`src/rtl/bwt_param_scheduler.sv`:
```
`default_nettype none
// ============================================================================
//  Module      : bwt_param_scheduler
//  Description : Task-table responder for the BWT backward-search controller.
//                Hands out pending (i, k, l) tasks round-robin in GET_PARAM,
//                stores the EX results in WRITE_BACK and signals completion
//                once every loaded task is done.
//  Revision    : 1.0 - initial release
// ============================================================================
module bwt_param_scheduler #(
  parameter int NUM_SLOT = 8,
  parameter int I_W      = 7,
  parameter int SA_W     = 32,
  localparam int SLOT_W  = $clog2(NUM_SLOT)
) (
  input  logic              clk,
  input  logic              rst_n,
  input  logic [2:0]        state,
  // host table load
  input  logic              load_en,
  input  logic [SLOT_W-1:0] load_slot,
  input  logic [I_W-1:0]    load_i,
  input  logic [SA_W-1:0]   load_k,
  input  logic [SA_W-1:0]   load_l,
  input  logic              start_req,
  // results from the EX stage
  input  logic [I_W-1:0]    wb_i,
  input  logic [SA_W-1:0]   wb_k,
  input  logic [SA_W-1:0]   wb_l,
  input  logic              wb_done,
  // controller status inputs
  output logic              is_start,
  output logic              is_find,
  output logic              is_get_data_in_Occ,
  output logic              is_finish,
  // task in flight
  output logic [SLOT_W-1:0] cur_slot,
  output logic [I_W-1:0]    cur_i,
  output logic [SA_W-1:0]   cur_k,
  output logic [SA_W-1:0]   cur_l,
  // host readback
  input  logic [SLOT_W-1:0] rd_slot,
  output logic [I_W-1:0]    rd_i,
  output logic [SA_W-1:0]   rd_k,
  output logic [SA_W-1:0]   rd_l,
  output logic              rd_done,
  output logic              rd_active
);

  // Controller state codes this block reacts to; GET_DATA_x, EX and DONE
  // leave all internal state untouched apart from the find pulse clearing.
  localparam logic [2:0] c_ST_IDLE       = 3'd0;
  localparam logic [2:0] c_ST_GET_PARAM  = 3'd1;
  localparam logic [2:0] c_ST_WRITE_BACK = 3'd6;

  // Task table
  logic [NUM_SLOT-1:0] r_active;
  logic [NUM_SLOT-1:0] r_done;
  logic [I_W-1:0]      r_tab_i [NUM_SLOT];
  logic [SA_W-1:0]     r_tab_k [NUM_SLOT];
  logic [SA_W-1:0]     r_tab_l [NUM_SLOT];

  // Control and in-flight task registers
  logic [SLOT_W-1:0]   r_ptr;
  logic                r_is_start;
  logic                r_is_find;
  logic                r_is_occ;
  logic                r_is_finish;
  logic [SLOT_W-1:0]   r_cur_slot;
  logic [I_W-1:0]      r_cur_i;
  logic [SA_W-1:0]     r_cur_k;
  logic [SA_W-1:0]     r_cur_l;

  // Derived conditions
  logic w_is_idle;
  logic w_is_get_param;
  logic w_is_write_back;
  logic w_any_active;
  logic w_all_done;
  logic w_finish_cond;
  logic w_scan;
  logic w_eligible;
  logic w_take;
  logic w_load;

  assign w_is_idle       = (state == c_ST_IDLE);
  assign w_is_get_param  = (state == c_ST_GET_PARAM);
  assign w_is_write_back = (state == c_ST_WRITE_BACK);

  assign w_any_active  = |r_active;
  // Inactive slots are ignored: only active-but-not-done slots block finish.
  assign w_all_done    = ~|(r_active & ~r_done);
  assign w_finish_cond = w_is_get_param & w_any_active & w_all_done;

  // One slot is inspected per clock while looking for work.
  assign w_scan     = w_is_get_param & ~r_is_find & ~r_is_finish;
  assign w_eligible = r_active[r_ptr] & ~r_done[r_ptr];
  assign w_take     = w_scan & w_eligible;

  assign w_load     = w_is_idle & load_en;

  // Task table: host loads in IDLE, EX results land in WRITE_BACK.
  always_ff @(posedge clk or negedge rst_n) begin
    if (!rst_n) begin
      r_active <= '0;
      r_done   <= '0;
      for (int s = 0; s < NUM_SLOT; s++) begin
        r_tab_i[s] <= '0;
        r_tab_k[s] <= '0;
        r_tab_l[s] <= '0;
      end
    end else if (w_load) begin
      r_active[load_slot] <= 1'b1;
      r_done[load_slot]   <= 1'b0;
      r_tab_i[load_slot]  <= load_i;
      r_tab_k[load_slot]  <= load_k;
      r_tab_l[load_slot]  <= load_l;
    end else if (w_is_write_back) begin
      r_done[r_cur_slot]  <= wb_done;
      r_tab_i[r_cur_slot] <= wb_i;
      r_tab_k[r_cur_slot] <= wb_k;
      r_tab_l[r_cur_slot] <= wb_l;
    end
  end

  // Start level: armed in IDLE when there is work (including a same-cycle
  // load), dropped on the first clock the controller has left IDLE.
  always_ff @(posedge clk or negedge rst_n) begin
    if (!rst_n) begin
      r_is_start <= 1'b0;
    end else if (!w_is_idle) begin
      r_is_start <= 1'b0;
    end else if (start_req && (w_any_active || load_en)) begin
      r_is_start <= 1'b1;
    end
  end

  // Round-robin scan pointer and single-cycle find pulse.
  always_ff @(posedge clk or negedge rst_n) begin
    if (!rst_n) begin
      r_ptr     <= '0;
      r_is_find <= 1'b0;
    end else begin
      r_is_find <= w_take;
      // Advancing past the taken slot is exactly slot+1 since slot == ptr.
      if (w_scan) begin
        r_ptr <= r_ptr + SLOT_W'(1);
      end
    end
  end

  // Sticky completion flag; only cleared by reset.
  always_ff @(posedge clk or negedge rst_n) begin
    if (!rst_n) begin
      r_is_finish <= 1'b0;
    end else if (w_finish_cond) begin
      r_is_finish <= 1'b1;
    end
  end

  // Capture the selected task; held until the next find.
  always_ff @(posedge clk or negedge rst_n) begin
    if (!rst_n) begin
      r_cur_slot <= '0;
      r_cur_i    <= '0;
      r_cur_k    <= '0;
      r_cur_l    <= '0;
      r_is_occ   <= 1'b0;
    end else if (w_take) begin
      r_cur_slot <= r_ptr;
      r_cur_i    <= r_tab_i[r_ptr];
      r_cur_k    <= r_tab_k[r_ptr];
      r_cur_l    <= r_tab_l[r_ptr];
      r_is_occ   <= (r_tab_i[r_ptr] != '0);
    end
  end

  assign is_start           = r_is_start;
  assign is_find            = r_is_find;
  assign is_get_data_in_Occ = r_is_occ;
  assign is_finish          = r_is_finish;
  assign cur_slot           = r_cur_slot;
  assign cur_i              = r_cur_i;
  assign cur_k              = r_cur_k;
  assign cur_l              = r_cur_l;

  assign rd_i      = r_tab_i[rd_slot];
  assign rd_k      = r_tab_k[rd_slot];
  assign rd_l      = r_tab_l[rd_slot];
  assign rd_done   = r_done[rd_slot];
  assign rd_active = r_active[rd_slot];

endmodule
`default_nettype wire

```
`config.mk`:
```
export PLATFORM = sky130hd
export DESIGN_NAME = bwt_param_scheduler
export DESIGN_NICKNAME = d
export VERILOG_FILES = /design/src/rtl/bwt_param_scheduler.sv
export SDC_FILE = /design/constraint.sdc
export NUM_CORES = 1
export LEC_CHECK = 0
export ABC_AREA = 0
export ABC_CLOCK_PERIOD_IN_PS = 3800
export CORE_MARGIN = 5
export CORE_UTILIZATION = 49
export DETAILED_ROUTE_END_ITERATION = 16
export GPL_TIMING_DRIVEN = 0
export PLACE_DENSITY = 0.67
export SYNTH_ARGS = -nofsm -noshare
export SYNTH_HDL_FRONTEND = slang
export SYNTH_SLANG_ARGS = --single-unit
```
`constraint.sdc`:
```
create_clock -name clk -period 3.8 [get_ports clk]
set_clock_uncertainty 0.15 [all_clocks]
set_input_delay 0.38 -clock clk [delete_from_list [all_inputs] [get_ports clk]]
set_output_delay 0.38 -clock clk [all_outputs]
set_load 0.01 [all_outputs]
```
After elaboration in Yosys (flattened, before gate mapping) --
Index checks and enable logic that the tools add are counted.
Storage, ports and cells: register bits 665, input bits 156, output and inout bits 151, word-level logic and storage cells 137
Operators by class: $add $sub $neg 1, order comparisons 12, equal/unequal tests 3, muxes and demuxes 55, bitwise gates (word level) 19, reductions and logical operators 12
Operator list (count):
- 256-bit bitwise mux | 4
- 256-bit two-way mux | 4
- 32-bit binary-select mux with 3-bit select | 4
- 32-bit two-way mux | 10
- 32-bit demux with 3-bit select | 2
- 56-bit bitwise mux | 2
- 56-bit two-way mux | 2
- 7-bit binary-select mux with 3-bit select | 2
- 7-bit demux with 3-bit select | 2
- 7-bit two-way mux | 6
- 8-bit AND | 2
- 4-bit greater-or-equal comparator (second input constant) | 4
- 3-bit by 4-bit less-than comparator with 1-bit output (second input constant) | 4
- 8-bit two-way mux | 2
- 3-bit NOT with 4-bit output | 4
- 8-bit NOT | 2
- 8-bit OR reduction | 2
- 1-bit binary-select mux with 3-bit select | 4
- 8-bit bitwise mux | 1
- 4-bit by 1-bit less-than comparator with 1-bit output (second input constant) | 2
- 1-bit two-way mux | 8
- 8-bit OR | 1
- 1-bit AND | 7
- 7-bit nonzero test | 1
- other kinds (12) | 20

Depth between registers and ports, before layout --
word-level depth 8, mapped depth 8, mapped depth without buffers 5

Least setup slack after synthesis --
No wires, ideal clock.
path type input port to output port, start input port rd_slot[0], end output port rd_active, arrival 2023 ps, required time 3270 ps, setup slack 1247 ps, stages 4, path buffers 2, cell sequence clkbuf_1 > buf_1 > mux4_2 > mux2_2
Between the ends: cells in the longest elaborated chain, start to end 2
Ends and longest elaborated chain:
- from (decl) | line 42 | input logic [SLOT_W-1:0] rd_slot,
- 1-bit binary-select mux with 3-bit select | line 191 | assign rd_active = r_active[rd_slot];
- 1-bit two-way mux (not written as such) | line 191
- to (decl) | line 47 | output logic rd_active
No other way between the ends. The select of a mux whose other input is x is not followed.

Final worst setup path --
start register r_cur_slot[1] (netlist: cur_slot[1]), end register r_tab_l[170] (netlist name)
Between the ends: cells in the longest elaborated chain, start to end 8, elaborated cells on any way between the ends 9, those cells by class 2 x order compare; 5 x mux; 1 x bitwise; 1 x reduce/logical
Ends and longest elaborated chain:
- from (decl) | line 69 | logic [SLOT_W-1:0] r_cur_slot;
- from (signal assigned) | line 170 | r_cur_slot <= r_ptr;
- 3-bit NOT with 4-bit output (not written as such) (*) | line 122 | r_tab_l[r_cur_slot] <= wb_l;
- 4-bit greater-or-equal comparator (not written as such) or 4-bit by 1-bit less-than comparator with 1-bit output (tied branches) | line 122
- 1-bit logical AND (not written as such) | line 122
- 32-bit two-way mux (not written as such) | line 122
- 32-bit demux with 3-bit select (*) | line 122
- 256-bit bitwise mux (*) | line 122
- 256-bit two-way mux (*) | line 118 | end else if (w_is_write_back) begin
- 256-bit two-way mux (*) | line 112 | end else if (w_load) begin
- to (signal, indexed assignment) | line 117 | r_tab_l[load_slot] <= load_l;
- to (signal, indexed assignment) | line 122
- to (decl) | line 61 | logic [SA_W-1:0] r_tab_l [NUM_SLOT];
Mark *: on every way between the ends. The rest lies on a longest branch, timed or not. The select of a mux whose other input is x is not followed. A chain may end at the register's enable or synchronous reset.

==> metrics.yaml <==
core_region_area_um2: 76080
pwr_density_cell_nw_per_um2: 740.8
holdCritPathClass: "input pin to flop"
setup_viol_count_final: 85
final_layout_size_suffix_gt1_share_pct: 20.45
power.sequential.fraction_pct: 37.5
cts_tree: "done"
cts.root.buffer_cell: "clkbuf_16"
maxSlewViolCount: 9
drt_first_pass_iters: 6
floorplan.die.width_um: 287.4
dieHeight_um: 287.4
switching_share_pct: 34.27
cellLeakagePower_uw: 0.01899
vias_per_cell: 7.032
postSynth.topFlopCell: "dfrtp_1"
worstPathRequired_ps: 4180
max_cap_viol_count: 1
top_fanout_value_on_the_critical_path: 10
pre_cts_slack_ps: -165.0
switching_power_uw: 11200
worst_skew_pair.late_latency_ps: 640
final_hold_viol_count: 0
hpwlAfterDp_mm: 101.1
internal_power_uw: 21490
grt_pass1_vias: 33260
p_total_uw: 32700
min-delay-start: "load_i[5]"
post_synth_main_area_contributors: "dfrtp_1, mux4_2, mux2_2"
initial_antenna_violation_count: 21
seq_area_frac_synth_pct: 44.14
grt-ovfl-total: 0
syn_nets: 3544
synthDominantAreaCellType: "dfrtp_1"
vias: 33810
postSynthAreaPerCell_um2: 11.13
largest_buffer_count_on_any_clock_path: 3
netlist.area_leader.share_pct: 44.14
status: "finished with violations"
starting_density_pct: 49.55
timing.final.ws_setup_ps: -111.7
fmax_mhz: 255.6
synthCells: 3387
cts_max_level: 3
grt_pass1_wl_mm: 223.7
regToRegStartpoint: "cur_slot[1]$_DFFE_PN0P_"
placementRows: 101
final_antenna_net_count: 0
clkTransAtPathRegs_ps: 60
area.growth.synth_to_final_pct: 17.09
cts_setup_buffers: 0
startpoint: "cur_slot[1]$_DFFE_PN0P_"
cts_made_buffers: 76
finalCritPeriodShare_pct: 102.9
globalRouteTotalUtil_pct: 36.17
drc: 0
gp_congestion: 0.9368
async_flop_share_pct: 100.0
synth_edf_count: 0
violations: "max-capacitance violations, max-slew violations, negative setup slack"
postRouteWirelength_mm: 153.3
largest_net_degree_at_the_start_of_global_routing: 117
power.combinational.fraction_pct: 38.8
worst_ep_arrival_time_ps: 4290
fp.dieArea_um2: 82580
clock_share_of_power_pct: 23.6
warning_count_from_the_yosys_run: 0
synthesis.area_um2: 37700
drtIter0Drc: 4859
worstSetupPathType: "flop to flop"
critPathLaunchType: "flop"
fin_crit_ps: 3912
num-nets-final: 3862
tightestPinTransition_ps: 1567
timing.setup.tns_ps: -4282
final_util_pct: 58.02
port-buffer-count: 222
timing.slew.headroom_pct: -4.855
crit_path_end_kind: "flop"
wl_per_cell_um: 31.89
final-instance-count-excl-fill: 4808
floorplan.io_pins: 307
synth_cell_types: 48
post_placement_cell_count: 4645
cts_sinks: 665
grt_setup_unrepaired: "false"
worst_ir_drop_on_vdd_mv: 0.3534
yosys_register_bits: 665
==> cell families (layout without fill, tap and decap cells) <==
logic type	Yosys count	in the layout	share of synthesized area, %
AO/OA/AOI/OAI	1111	1111	19.30
flip-flops	665	665	44.14
buffers and inverters	621	995	6.751
multiplexers	508	508	23.84
AND/OR/NAND/NOR	479	479	5.888
XOR/XNOR	2	2	0.04648
adder cells (fa/ha/maj)	1	1	0.03319
other	0	17	0
==> Yosys cell counts (4+ instances only) <==
cell / count
dfrtp_1: 665
o22ai_1: 122
mux4_2: 290
nor2_1: 126
a22o_1: 71
clkbuf_1: 199
nand2_1: 118
inv_1: 215
or3_1: 4
nand2b_1: 18
and3_1: 5
a21o_1: 72
buf_6: 9
a21oi_1: 125
nand3_1: 170
o21ai_1: 23
mux2_2: 218
clkbuf_2: 9
o21ai_0: 318
a22oi_1: 248
nor4_1: 6
a2bb2oi_1: 124
or2_2: 4
buf_4: 4
buf_1: 88
buf_2: 96
==> per-stage QoR <==
step	area [um2]	hold WS [ps]
6_report	44140	28.55
5_1_grt	44110	42.27
4_1_cts	44080	8.242
3_5_place_dp	41380	137.7
3_3_place_gp	41210	321.5
2_1_floorplan	37700	-65.59
==> cells in the final DEF (no fill, tap or decap), types with 5 or more instances in the layout <==
| cell type | synthesis | layout |
|---|---|---|
| a21o_1 | 72 | 72 |
| a21oi_1 | 125 | 125 |
| a22o_1 | 71 | 71 |
| a22oi_1 | 248 | 248 |
| a2bb2oi_1 | 124 | 124 |
| and3_1 | 5 | 5 |
| buf_1 | 88 | 76 |
| buf_16 | 0 | 6 |
| buf_2 | 96 | 96 |
| buf_6 | 9 | 9 |
| bufinv_16 | 0 | 7 |
| clkbuf_1 | 199 | 218 |
| clkbuf_16 | 0 | 79 |
| clkbuf_2 | 9 | 16 |
| clkbuf_8 | 0 | 16 |
| clkdlybuf4s50_1 | 0 | 221 |
| clkinv_2 | 0 | 12 |
| dfrtp_1 | 665 | 665 |
| diode_2 | 0 | 17 |
| dlygate4sd3_1 | 0 | 12 |
| inv_1 | 215 | 215 |
| mux2_2 | 218 | 218 |
| mux4_2 | 290 | 290 |
| nand2_1 | 118 | 117 |
| nand2b_1 | 18 | 18 |
| nand3_1 | 170 | 170 |
| nor2_1 | 126 | 126 |
| nor4_1 | 6 | 6 |
| o21ai_0 | 318 | 318 |
| o21ai_1 | 23 | 23 |
| o22ai_1 | 122 | 122 |
==> per-layer routing <==
layer	vias up	track usage [%]	share of wire, %
met4	12	18.97	6.5
li1	13390	-	-
met2	2809	54.77	45
met1	16920	46.28	35
met5	-	0	0.052
met3	678	12.43	13
==> timing repair <==
action | in CTS | in global routing
resized for setup | 8 | 13
endpoints found under the hold margin | 288 | 0
setup endpoints to repair | 65 | 50
hold buffers | 12 | 0
==> state kept, by name, indices dropped and copies added (netlist names), 7 cells and up <==
| register | cells |
|---|---|
| r_tab_l | 256 |
| r_tab_i | 56 |
| r_tab_k | 256 |
| r_done | 8 |
| cur_l | 32 |
| cur_k | 32 |
| r_active | 8 |
| cur_i | 7 |
==> worst max-delay path, stage by stage, from the launching register on <==
cell and delay, ps:
dfrtp_1 500, clkbuf_1 380, nor3b_1 220, clkbuf_1 730
nand2_2 550, nand2_1 640, buf_2 390, a2bb2oi_1 220
==> path summary, 6_finish.rpt <==
kind / end / slack (ps) / cells after the start
min in group asynchronous: r_tab_l[68]$_DFFE_PN0P_ / 90 / 2
hold reg to reg: r_tab_l[45]$_DFFE_PN0P_ / 350 / 1
hold / removal: r_tab_i[5]$_DFFE_PN0P_ / 30 / 3
setup reg to reg: r_tab_l[170]$_DFFE_PN0P_ / -110 / 7
setup / recovery: r_tab_l[170]$_DFFE_PN0P_ / -110 / 7
max in group asynchronous: r_tab_l[124]$_DFFE_PN0P_ / 1640 / 5
==> power by group through the flow <==
stage               Combinational [uW]  Sequential (uW)  Clock (uW)
detailed placement               12500            12200           0
floorplan                         8460            11400           0
CTS                              12600            12100        7740
global placement                 12300            12100           0
finish                           12700            12300        7730
global route                     13400            12500        8000
==> cell type report <==
type / count / area [um2]
Clock inverter: 20 / 279.0
Inverter: 216 / 810.8
Antenna cell: 17 / 42.54
Sequential cell: 665 / 16640
Buffer: 405 / 1778
Multi-Input combinational cell: 2101 / 18520
Fill cell: 6517 / 31940
Tap cell: 1030 / 1289
Clock buffer: 114 / 2268
Timing Repair Buffer: 240 / 2512
(Power assumes the default switching activity.)
